**src/rtl/set_job_scheduler.sv**
```systemverilog
// set_job_scheduler: two requesters share one set-count engine.
// Jobs are arbitrated round-robin into a small FIFO. A four-state FSM
// issues the oldest job to the engine, waits for its result (or gives up
// after TIMEOUT cycles) and holds the response until it is consumed.
module set_job_scheduler #(
    parameter int DEPTH   = 4,
    parameter int TIMEOUT = 1023
) (
    input  logic        clk,
    input  logic        rst,

    input  logic        req0_valid,
    output logic        req0_ready,
    input  logic [23:0] req0_central,
    input  logic [11:0] req0_radius,
    input  logic [1:0]  req0_mode,

    input  logic        req1_valid,
    output logic        req1_ready,
    input  logic [23:0] req1_central,
    input  logic [11:0] req1_radius,
    input  logic [1:0]  req1_mode,

    output logic        eng_en,
    output logic [23:0] eng_central,
    output logic [11:0] eng_radius,
    output logic [1:0]  eng_mode,
    input  logic        eng_busy,
    input  logic        eng_valid,
    input  logic [7:0]  eng_candidate,

    output logic        rsp_valid,
    input  logic        rsp_ready,
    output logic        rsp_id,
    output logic        rsp_err,
    output logic [7:0]  rsp_candidate
);

    localparam int AW = $clog2(DEPTH);
    localparam int CW = AW + 1;
    localparam logic [CW-1:0] FULL_COUNT = CW'(DEPTH);
    localparam logic [CW-1:0] CNT_ONE    = CW'(1);
    localparam logic [AW-1:0] PTR_ONE    = AW'(1);
    localparam logic [10:0]   TO_LIMIT   = 11'(TIMEOUT);
    localparam logic [10:0]   TO_LAST    = 11'(TIMEOUT - 1);

    typedef struct packed {
        logic        id;
        logic [23:0] central;
        logic [11:0] radius;
        logic [1:0]  mode;
    } job_t;

    typedef enum logic [1:0] {
        S_IDLE,
        S_ISSUE,
        S_WAIT,
        S_RESP
    } state_t;

    job_t          fifo_mem [DEPTH];
    logic [AW-1:0] wr_ptr;
    logic [AW-1:0] rd_ptr;
    logic [CW-1:0] count;
    logic          full;
    logic          empty;
    job_t          head;

    logic          rr;
    logic          grant0;
    logic          grant1;
    logic          room;
    logic          push;
    logic          pop;
    job_t          push_job;

    state_t        state;
    state_t        state_next;
    logic [10:0]   wait_cnt;
    logic          timed_out;
    logic          load_ops;

    logic          op_id;

    assign full  = (count == FULL_COUNT);
    assign empty = (count == '0);
    assign head  = fifo_mem[rd_ptr];

    // Round-robin grant; a pop in this cycle frees a slot so a full FIFO can still accept
    always_comb begin
        grant0     = req0_valid & (~req1_valid | ~rr);
        grant1     = req1_valid & (~req0_valid | rr);
        room       = ~full | pop;
        req0_ready = grant0 & room;
        req1_ready = grant1 & room;
        push       = (req0_valid & req0_ready) | (req1_valid & req1_ready);
        if (grant0) begin
            push_job.id      = 1'b0;
            push_job.central = req0_central;
            push_job.radius  = req0_radius;
            push_job.mode    = req0_mode;
        end else begin
            push_job.id      = 1'b1;
            push_job.central = req1_central;
            push_job.radius  = req1_radius;
            push_job.mode    = req1_mode;
        end
    end

    // Priority pointer only moves when a contested grant is actually taken
    always_ff @(posedge clk) begin
        if (rst) begin
            rr <= 1'b0;
        end else if (push && req0_valid && req1_valid) begin
            rr <= ~rr;
        end
    end

    // Job storage; contents need no reset because count guards every read
    always_ff @(posedge clk) begin
        if (push) begin
            fifo_mem[wr_ptr] <= push_job;
        end
    end

    // FIFO pointers and occupancy; simultaneous push and pop leave count unchanged
    always_ff @(posedge clk) begin
        if (rst) begin
            wr_ptr <= '0;
            rd_ptr <= '0;
            count  <= '0;
        end else begin
            if (push) begin
                wr_ptr <= wr_ptr + PTR_ONE;
            end
            if (pop) begin
                rd_ptr <= rd_ptr + PTR_ONE;
            end
            case ({push, pop})
                2'b10:   count <= count + CNT_ONE;
                2'b01:   count <= count - CNT_ONE;
                default: count <= count;
            endcase
        end
    end

    // Next-state logic plus the engine strobe, response valid and FIFO pop
    always_comb begin
        state_next = state;
        eng_en     = 1'b0;
        rsp_valid  = 1'b0;
        pop        = 1'b0;
        load_ops   = 1'b0;
        timed_out  = (wait_cnt >= TO_LAST);
        case (state)
            S_IDLE: begin
                if (!empty && !eng_busy) begin
                    load_ops   = 1'b1;
                    state_next = S_ISSUE;
                end
            end
            S_ISSUE: begin
                eng_en = ~eng_busy;
                if (!eng_busy) begin
                    state_next = S_WAIT;
                end
            end
            S_WAIT: begin
                if (eng_valid || timed_out) begin
                    pop        = 1'b1;
                    state_next = S_RESP;
                end
            end
            S_RESP: begin
                rsp_valid = 1'b1;
                if (rsp_ready) begin
                    state_next = S_IDLE;
                end
            end
            default: state_next = S_IDLE;
        endcase
    end

    // State register
    always_ff @(posedge clk) begin
        if (rst) begin
            state <= S_IDLE;
        end else begin
            state <= state_next;
        end
    end

    // Wait counter: cleared while issuing, counts WAIT cycles, saturates at TIMEOUT
    always_ff @(posedge clk) begin
        if (rst) begin
            wait_cnt <= '0;
        end else if (state == S_ISSUE) begin
            wait_cnt <= '0;
        end else if (state == S_WAIT) begin
            if (wait_cnt != TO_LIMIT) begin
                wait_cnt <= wait_cnt + 11'd1;
            end
        end
    end

    // Operand registers hold the issued job steady because the engine result follows mode live
    always_ff @(posedge clk) begin
        if (rst) begin
            eng_central <= '0;
            eng_radius  <= '0;
            eng_mode    <= '0;
            op_id       <= 1'b0;
        end else if (load_ops) begin
            eng_central <= head.central;
            eng_radius  <= head.radius;
            eng_mode    <= head.mode;
            op_id       <= head.id;
        end
    end

    // Response capture on leaving WAIT; a real result wins over a coincident timeout
    always_ff @(posedge clk) begin
        if (rst) begin
            rsp_id        <= 1'b0;
            rsp_err       <= 1'b0;
            rsp_candidate <= '0;
        end else if (state == S_WAIT && (eng_valid || timed_out)) begin
            rsp_id <= op_id;
            if (eng_valid) begin
                rsp_err       <= 1'b0;
                rsp_candidate <= eng_candidate;
            end else begin
                rsp_err       <= 1'b1;
                rsp_candidate <= 8'h00;
            end
        end
    end

endmodule

```
**config.mk**
```make
export PLATFORM = sky130hd
export DESIGN_NAME = set_job_scheduler
export DESIGN_NICKNAME = d
export VERILOG_FILES = /design/src/rtl/set_job_scheduler.sv
export SDC_FILE = /design/constraint.sdc
export NUM_CORES = 1
export LEC_CHECK = 0
export CAP_MARGIN = 20
export CORE_ASPECT_RATIO = 0.8
export CORE_UTILIZATION = 41
export CTS_BUF_LIST = sky130_fd_sc_hd__clkbuf_4
export CTS_CLUSTER_DIAMETER = 200
export DETAILED_ROUTE_END_ITERATION = 8
export MAX_ROUTING_LAYER = met4
export PLACE_DENSITY = 0.72
export SLEW_MARGIN = 0
export SYNTH_ARGS = -nofsm -noshare
export SYNTH_HDL_FRONTEND = slang
export SYNTH_SLANG_ARGS = --single-unit
```
**constraint.sdc**
```tcl
create_clock -name clk -period 3.61 [get_ports clk]
set_clock_uncertainty 0.1 [all_clocks]
set_input_delay 0.722 -clock clk [delete_from_list [all_inputs] [get_ports clk]]
set_output_delay 0.722 -clock clk [all_outputs]
set_load 0.02 [all_outputs]
```
* Word level (Yosys, flattened, before mapping) *
Memory sizes are Yosys's and may differ from the RTL's. A register that Yosys moved wholly into a read port is not among the register bits.
Cells that the tools add are included.

storage, ports and cells
  register bits after elaboration = 31
  memory bits (writable) = 156
  input port bits = 91
  output and inout bits = 52
  logic and storage cells = 72
  memories = 1

operators by class
  $add $sub $neg = 5
  magnitude comparators = 1
  equal/unequal tests = 11
  multiplexer cells = 17
  bitwise operators = 15
  reductions and logical operators = 13

memories
  name      depth  bits a word  rd ports  clocked after memory_dff  wr ports  RTL line  text
  fifo_mem  4      39           1         1                         1         61        job_t fifo_mem [DEPTH];

operators with widths
  kind                                                                  number
  two-way mux 39 bit                                                    1
  adder 11 x 1 -> 11 bit (second input constant)                        1
  greater-or-equal comparator 11 x 10 -> 1 bit (second input constant)  1
  != test 11 x 10 -> 1 bit (second input constant)                      1
  two-way mux 1 bit                                                     9
  two-way mux 2 bit                                                     4
  two-way mux 8 bit                                                     1
  != test 2 bit (second input constant)                                 4
  case mux 2 bit (4 select lines)                                       1
  bitwise AND 1 bit                                                     6
  == test 2 bit (second input constant)                                 3
  case mux 3 bit (2 select lines)                                       1
  inverter 1 bit                                                        5
  adder 2 x 1 -> 2 bit (second input constant)                          2
  == test 2 x 1 -> 1 bit (second input constant)                        2
  logical AND 1 bit                                                     4
  OR 1 bit                                                              4
  AND reduction 4 bit                                                   1
  adder 3 x 1 -> 3 bit (second input constant)                          1
  == test 3 bit (second input constant)                                 1
  zero test 3 bit                                                       1
  subtractor 3 x 1 -> 3 bit (second input constant)                     1
  zero test 1 bit                                                       2
  zero test 2 bit                                                       1
  4 further kinds                                                       4

* Depth between registers and ports, before layout *
Gate-level depths: netlist (run 1).

  depth after elaboration = 10
  mapped depth = 12
  depth with buffers taken out = 12

* Least setup slack after synthesis (run 1) *
OpenSTA, ideal clock, no wires.

  path type = input to register
  from = input port eng_valid
  to = register count[2]
  library setup time = 0.070 ns
  arrival = 2.771 ns
  data required time = 3.440 ns
  setup slack = 0.669 ns
  stages on the path = 10
  buffers on the path = 0
  cells stage by stage = or2_4 > a2111oi_4 > a21oi_4 > inv_1 > ha_1 > inv_1 > fa_1 > xor2_1 > or3_1 > a21oi_1

between the ends
  cells in the longest elaborated chain, start to end = 9
  elaborated cells on any way between the ends = 13
  those cells by class = eq/ne (2); mux (3); bitwise (6); reduce/logical (2)

ends and longest elaborated chain
  element                                                                RTL line  text
  start, declared                                                        29        input logic eng_valid,
  logical OR 1 bit (*)                                                   169       if (eng_valid || timed_out) begin
  two-way mux 1 bit (*)                                                  169
  two-way mux 1 bit (*)                                                  155       case (state)
  OR 1 bit                                                               93        room = ~full | pop;
  bitwise AND 1 bit, on equally long branches                            94, 95
  bitwise AND 1 bit                                                      96        push = (req0_valid & req0_ready) | (req1_valid & req1_ready);
  OR 1 bit                                                               96
  == test 2 x 1 -> 1 bit or == test 2 bit (tied branches)                139       case ({push, pop})
  case mux 3 bit (2 select lines) or nonzero test 2 bit (tied branches)  -
  end signal, assigned                                                   140       2'b10: count <= count + CNT_ONE;
  end signal, assigned                                                   141       2'b01: count <= count - CNT_ONE;
  end signal, assigned                                                   142       default: count <= count;
  end, declared                                                          64        logic [CW-1:0] count;

Every way passes the cells marked *; elsewhere a longest branch is shown, timed or not.
A chain may end at the register's enable or synchronous reset.

* Final worst setup path (run 1) *
  from = input port eng_valid
  to = output port req0_ready

between the ends
  cells in the longest elaborated chain, start to end = 5

ends and longest elaborated chain
  element            RTL line  text
  logical OR 1 bit   169
  two-way mux 1 bit  169
  two-way mux 1 bit  155
  OR 1 bit           93
  bitwise AND 1 bit  94        req0_ready = grant0 & room;
  end, declared      13        output logic req0_ready,

No other way between the ends.

==> out/qor.txt, run 1 <==
status: complete, no violations
kind of critical path: input pin to output port
Syn Area/Cell: 14.7 sq um
Initial Utilization: 0.421
reg-to-reg endpoint: count[2]$_SDFFE_PP0P_
P&R area growth vs syn: 27.7%
Die Ht: 136 microns
CTS Buf Count: 54
setup_tns: 0 ns
share of cells above drive strength 1: 0.241
path depth of the worst reg2reg path: 12
hold path cells: 4
Yosys top cell by area: edfxtp_1
antenna cell count: 0
remaining antenna violation count: 0
Hold-fix buffers, CTS: 0
DR iter-0 viols: 320
synthesis-stage register bit count: 226
CTS Sinks: 226
Synth cell types: 44
core area: 21,700 sq um
worst r2r src: state[0]$_SDFFE_PP0P_
Pins Over Slew Limit: 0
post-synth net total: 725
fill count: 1,824
initial antenna violation count: 0
max frequency: 292 MHz
biggest fanout along the worst timing path: 3
Max Cap Violations: 0
CP endpoint kind: output port
Total Power: 7.14 mW
GPL Wtd Cong: 0.762
Min-Delay Path Class: input pin to flop
largest net degree at the start of global routing: 66
top cell type's share of synthesized area: 0.513
final worst-path cycle share: 0.949
final WL: 17,900 microns
Worst-Margin Slew: 1.05 ns
DRC violations left: 0
vias in the first global route: 5,717
row count: 48
P per Cell Area: 612 nW/um^2
Synth warnings: 0
Vias/cell: 4.86
CTS Root Cell: clkbuf_4
RSZ-0062 raised after global routing: no
nets@finish: 901
EDFF count, synth: 156
worst path required time: 2.79 ns
CTS H-tree depth: 2
hold_sp: rst
Synth area leaders: edfxtp_1 (51%), dfxtp_1 (15%), mux4_2 (9.6%)
post-route cell area: 11,700 sq um
worst vdd ir: 0.267 mV
DR vias: 5,548
Reg2Reg Setup Slack: 0.76 ns
synthesized instance count: 621
Final Critical Period: 3.42 ns
Skew-Pair Late Insertion Delay: 0.68 ns
Worst slew margin: 0.297
GRT Residual Overflow: 0
drt pass-1 iters: 4
wire per inst: 15.7 microns
GRT Total Usage: 0.170
IO Pins: 143
Worst-path clk slew: 0.06 ns
final hold vios: 0
HPWL after DPL: 11,000 microns
Async SR Flop Fraction: 0
worst-case clock buffer depth: 3
Die Area: 22,900 sq um
Mapped Area: 9140 sq um
leakage: 3.97 nW
first-pass GRT wire length: 29,100 microns
final setup fails: 0
nature of the critical path startpoint: input pin
Port Buffer Count: 142
Cell Area, Placed: 10,900 sq um
sequential area share after synthesis: 0.666
Die W: 169 microns
Hold EP: wait_cnt[8]$_SDFFE_PP0P_
WP data arrival: 2.60 ns
CTS tree: yes
Synth Flop Type: edfxtp_1
==> state kept, by name (all words and copies together) (netlist names), 2 cells and up <==
name           cells
eng_mode           2
count              3
rd_ptr             2
eng_radius        12
state              2
wait_cnt          11
fifo_mem         156
rsp_candidate      8
wr_ptr             2
eng_central       24
==> final cells by class <==
cell class	count	area [sq um]	share of cell area
clock buffer	86	646	0.0553
clock inverter	15	66.3	0.00568
inverter	17	63.8	0.00547
multi-input combinational	345	2870	0.246
sequential	226	6090	0.522
tap	300	375	0.0322
timing repair buffer	153	1550	0.133
==> cells by family (layout without fill, tap and decap cells) <==
| kind of cell | after synthesis | count (layout) | share of synthesized area |
|---|---|---|---|
| buffers and inverters | 50 | 271 | 0.0226 |
| DFF | 226 | 226 | 0.666 |
| and+or+nand+nor | 156 | 156 | 0.0749 |
| adders and majority gates | 13 | 13 | 0.0186 |
| muxes | 83 | 83 | 0.150 |
| AOI/OAI and AO/OA | 89 | 89 | 0.0635 |
| xor gates and xnor gates | 4 | 4 | 0.00384 |
==> placed cells by master (no fill, tap or decap), drive strengths merged, types with 2 or more instances in the layout <==
cell,n
nand3,3
mux2i,3
nand2,98
and2,8
nand4,5
edfxtp,156
o21ai,12
xnor2,2
nand2b,6
xor2,2
inv,20
or2,2
a41oi,3
o21a,2
and3,3
nor2b,4
clkbuf,86
a211oi,2
mux4,39
clkinv,12
buf,12
a31o,3
clkdlybuf4s50,140
mux2,41
a21oi,58
a31oi,3
ha,12
dfxtp,70
a41o,2
nor2,20
or3,3
nor3,2
==> synthesized netlist by cell type (10+ instances only) <==
cell and number:
edfxtp_1 156, nand2_1 98, dfxtp_1 70, a21oi_1 57, mux2_2 40, mux4_2 39, nor2_1 20, inv_1 17
clkbuf_1 12, ha_1 12, o21ai_0 12, buf_1 10
==> where the power goes <==
part | total (mW) | leakage [nW] | switching (mW) | internal [mW]
logic | 1.65 | 1.52 | 0.879 | 0.772
registers | 3.42 | 2.02 | 0.195 | 3.22
clock network | 2.07 | 0.428 | 0.988 | 1.09
total | 7.14 | 3.97 | 2.06 | 5.08
==> repair_timing <==
item / 4_1_cts / 5_1_grt
endpoints found under the setup margin: 2 / 2
resized for setup: 2 / 2
buffers inserted: 0 / 1
pin swaps: 0 / 1
hold endpoints to repair: 0 / 0
==> critical path, cell delays in order <==
cell and delay, ns:
clkdlybuf4s50_1 0.44, or2_4 0.27, a2111oi_4 0.39, buf_4 0.18, a21oi_1 0.06, clkdlybuf4s50_1 0.54
==> worst max-delay path by stage <==
| stage | startpoint | endpoint | slack (ns) | cells past startpoint |
|---|---|---|---|---|
| floorplan | eng_valid | count[2]$_SDFFE_PP0P_ | 0.67 | 10 |
| global placement | eng_valid | req1_ready | 0.01 | 6 |
| detailed placement | eng_valid | req1_ready | 0.02 | 6 |
| CTS | eng_valid | req1_ready | 0.009 | 6 |
| global route | state[0]$_SDFFE_PP0P_ | req0_ready | 0.002 | 6 |
| finish | eng_valid | req0_ready | 0.19 | 6 |
==> stage by stage <==
step,hold WS (ns),util,setup slack [ns],instances
2_1_floorplan,0.337,-,0.669,621
3_3_place_gp,0.343,0.504,0.0119,1040
3_5_place_dp,0.349,0.504,0.0171,1040
4_1_cts,0.280,0.537,0.00867,1141
5_1_grt,0.319,0.538,0.00201,1142
6_report,0.345,0.538,0.186,1142
==> routing by layer <==
| layer | up-vias | global-route usage | part of all wire |
|---|---|---|---|
| li1 | 2696 | - | - |
| met1 | 2634 | 0.218 | 0.45 |
| met2 | 188 | 0.265 | 0.46 |
| met3 | 30 | 0.0412 | 0.071 |
| met4 | 0 | 0.0581 | 0.016 |
| met5 | - | - | 0 |
(Power assumes the default switching activity.)
==> run 2: changes to the inputs <==
--- a/config.mk
+++ b/config.mk
@@ -11,9 +11,11 @@
 export CTS_BUF_LIST = sky130_fd_sc_hd__clkbuf_4
 export CTS_CLUSTER_DIAMETER = 200
 export DETAILED_ROUTE_END_ITERATION = 8
+export GPL_TIMING_DRIVEN = 0
 export MAX_ROUTING_LAYER = met4
 export PLACE_DENSITY = 0.72
-export SLEW_MARGIN = 0
+export SLEW_MARGIN = 20
 export SYNTH_ARGS = -nofsm -noshare
 export SYNTH_HDL_FRONTEND = slang
 export SYNTH_SLANG_ARGS = --single-unit
+export TNS_END_PERCENT = 50
==> out/qor.txt, run 2 (same netlist as run 1, synthesis figures left out) <==
met2 Resource Use GR: 0.281 (+0.0156)
Final Core Density: 0.543 (+0.00462)
final setup fails: 0 (unchanged)
nature of the critical path startpoint: input pin
share of cells above drive strength 1: 0.236 (-0.00492)
WP data arrival: 2.66 ns (+0.06 ns)
final worst-path cycle share: 0.964 (+0.0150)
Port Buffer Count: 142 (unchanged)
DR vias: 5,819 (+4.9%)
fin cells: 1,168 (+2.3%)
Reg2Reg Setup Slack: 0.73 ns (-0.03 ns)
path depth of the worst reg2reg path: 10 (-2)
worst path required time: 2.79 ns (about the same)
remaining antenna violation count: 0 (unchanged)
P per Cell Area: 613 nW/um^2 (+0.11%)
Max Cap Violations: 0 (unchanged)
hold_sp: eng_central[1]$_SDFFE_PP0P_
Worst slew margin: 0.526 (+0.230)
RSZ-0062 raised after global routing: no
Multi-input gate area: 2870 sq um (-0.13%)
CTS Buf Count: 54 (unchanged)
Min-Delay Path Class: flop to flop
register area: 6090 sq um (about the same)
layer with the highest usage: met2
Final Critical Period: 3.48 ns (+0.0542 ns)
most frequent CP cell: clkdlybuf4s50_1
DRC violations left: 0 (unchanged)
HPWL after DPL: 12,800 microns (+17%)
first-pass GRT wire length: 30,600 microns (+5.3%)
fill count: 1,837 (+0.71%)
max reg flops: 156 (unchanged)
status: complete, no violations
slowest CP cell: clkdlybuf4s50_1
met3 Resource Use GR: 0.0435 (+0.00234)
core area: 21,700 sq um (unchanged)
worst-case clock buffer depth: 3 (unchanged)
final WL: 19,400 microns (+8.1%)
antenna cell count: 0 (unchanged)
GPL Wtd Cong: 0.797 (+4.7%)
Pins Over Slew Limit: 0 (unchanged)
Slowest Stage Delay on Critical Path: 0.53 ns (about the same)
GRT Residual Overflow: 0 (unchanged)
Die Ht: 136 microns (unchanged)
Hold-fix buffers, CTS: 0 (unchanged)
Die Area: 22,900 sq um (unchanged)
Inst Count DP: 1,067 (+2.6%)
CP Cell Sequence: clkdlybuf4s50_1 > or2_4 > a2111oi_4 > nand2_1 > and3_1 > clkdlybuf4s50_1
GRT Total Usage: 0.181 (+0.0111)
Skew-Pair Late Insertion Delay: 0.65 ns (-0.03 ns)
Initial Utilization: 0.421 (unchanged)
row count: 48 (unchanged)
CTS tree: yes
largest net degree at the start of global routing: 26 (-61%)
GR Util met1: 0.237 (+0.0190)
Die W: 169 microns (unchanged)
drt pass-1 iters: 6 (+2)
hold path cells: 2 (-2)
Worst-Margin Slew: 0.710 ns (-0.345 ns)
Hold WS: 0.354 ns (+0.00887 ns)
nets@finish: 927 (+2.9%)
vias in the first global route: 5,845 (+2.2%)
Hold EP: eng_central[1]$_SDFFE_PP0P_
worst r2r src: wait_cnt[8]$_SDFFE_PP0P_
largest registers: fifo_mem x156, eng_central x24, eng_radius x12
worst vdd ir: 0.276 mV (+3.6%)
commonest non-fill, non-tap cell in the layout: edfxtp_1
max frequency: 287 MHz (-1.6%)
P&R area growth vs syn: 28.8%
biggest fanout along the worst timing path: 3 (unchanged)
initial antenna violation count: 0 (unchanged)
reg-to-reg endpoint: count[2]$_SDFFE_PP0P_
kind of critical path: input pin to output port
final hold vios: 0 (unchanged)
Vias/cell: 4.98 (+2.5%)
IO Pins: 143 (unchanged)
Worst-path clk slew: 0.06 ns (about the same)
CTS H-tree depth: 2 (unchanged)
most frequent cells in the layout: edfxtp_1 (156), clkdlybuf4s50_1 (142), nand2_1 (97), clkbuf_4 (89), dfxtp_1 (70)
Biggest register: fifo_mem
DR iter-0 viols: 385 (+20%)
leakage: 4.01 nW (+0.97%)
wire per inst: 16.6 microns (+5.7%)
CP endpoint kind: output port
CTS Sinks: 226 (unchanged)
CTS Root Cell: clkbuf_4
## run 2: changes by cell type in the layout (fill, tap and decap cells not counted), moves of 2 or more
cell             change
clkinv_1             -2
inv_6                -2
buf_4                -4
buf_1                +9
dfxtp_1              +2
clkbuf_4             +3
buf_2                +8
clkbuf_1            +12
clkdlybuf4s50_1      +2
## run 2: worst max-delay path, delay by kind of cell
family	cells	cell delay, ns
AND/OR/NAND/NOR	3	0.56
AO/OA/AOI/OAI	1	0.41
buffers and inverters	2	0.96
## run 2: final cells by class
type / count / share of cell area
plain buffers: 32 / 0.0118
clock buffers: 89 / 0.0568
clock inverters: 12 / 0.00415
inverters: 17 / 0.00542
multi-input cells: 345 / 0.244
flip-flops and latches: 226 / 0.517
well taps: 300 / 0.0319
repair buffers: 147 / 0.129
## run 2: worst max path at each step
stage	from	endpoint	slack, ns
floorplan	eng_valid	count[2]$_SDFFE_PP0P_	0.67
global placement	eng_valid	fifo_mem[0][16]$_DFFE_PP_	-0.38
detailed placement	req1_valid	req1_ready	-0.29
CTS	state[0]$_SDFFE_PP0P_	req1_ready	0.02
global route	state[0]$_SDFFE_PP0P_	req1_ready	0.04
finish	eng_valid	req1_ready	0.13
## run 2: stage by stage
stage          instance area [sq um]  power [mW]  TNS (ns)  setup slack, ns
5_1_grt                        11800        7.60         0           0.0356
3_5_place_dp                   11000        5.19    -0.435           -0.291
6_report                       11800        7.21         0            0.131
4_1_cts                        11800        7.28         0           0.0206
2_1_floorplan                   9140        4.47         0            0.669
3_3_place_gp                   10900        5.12    -55.25           -0.384
## run 2: per-layer routing
metal,routed length (microns),vias to the layer above
met4,209,0
met5,0,-
li1,-,2759
met1,8890,2848
met3,1220,23
met2,9060,189
## run 2: report_power, final
part / switching (mW) / internal, mW / leakage (nW) / total, mW
Combinational: 0.962 / 0.789 / 1.56 / 1.75
Sequential: 0.158 / 3.22 / 2.02 / 3.38
Clock: 0.971 / 1.11 / 0.430 / 2.08
## run 2: repair_timing
item | in CTS | in global routing
endpoints found under the setup margin | 2 | 2
gates resized for setup | 3 | 1
endpoints found under the hold margin | 0 | 0
buffers inserted | 0 | 1
pin swaps | 1 | 1
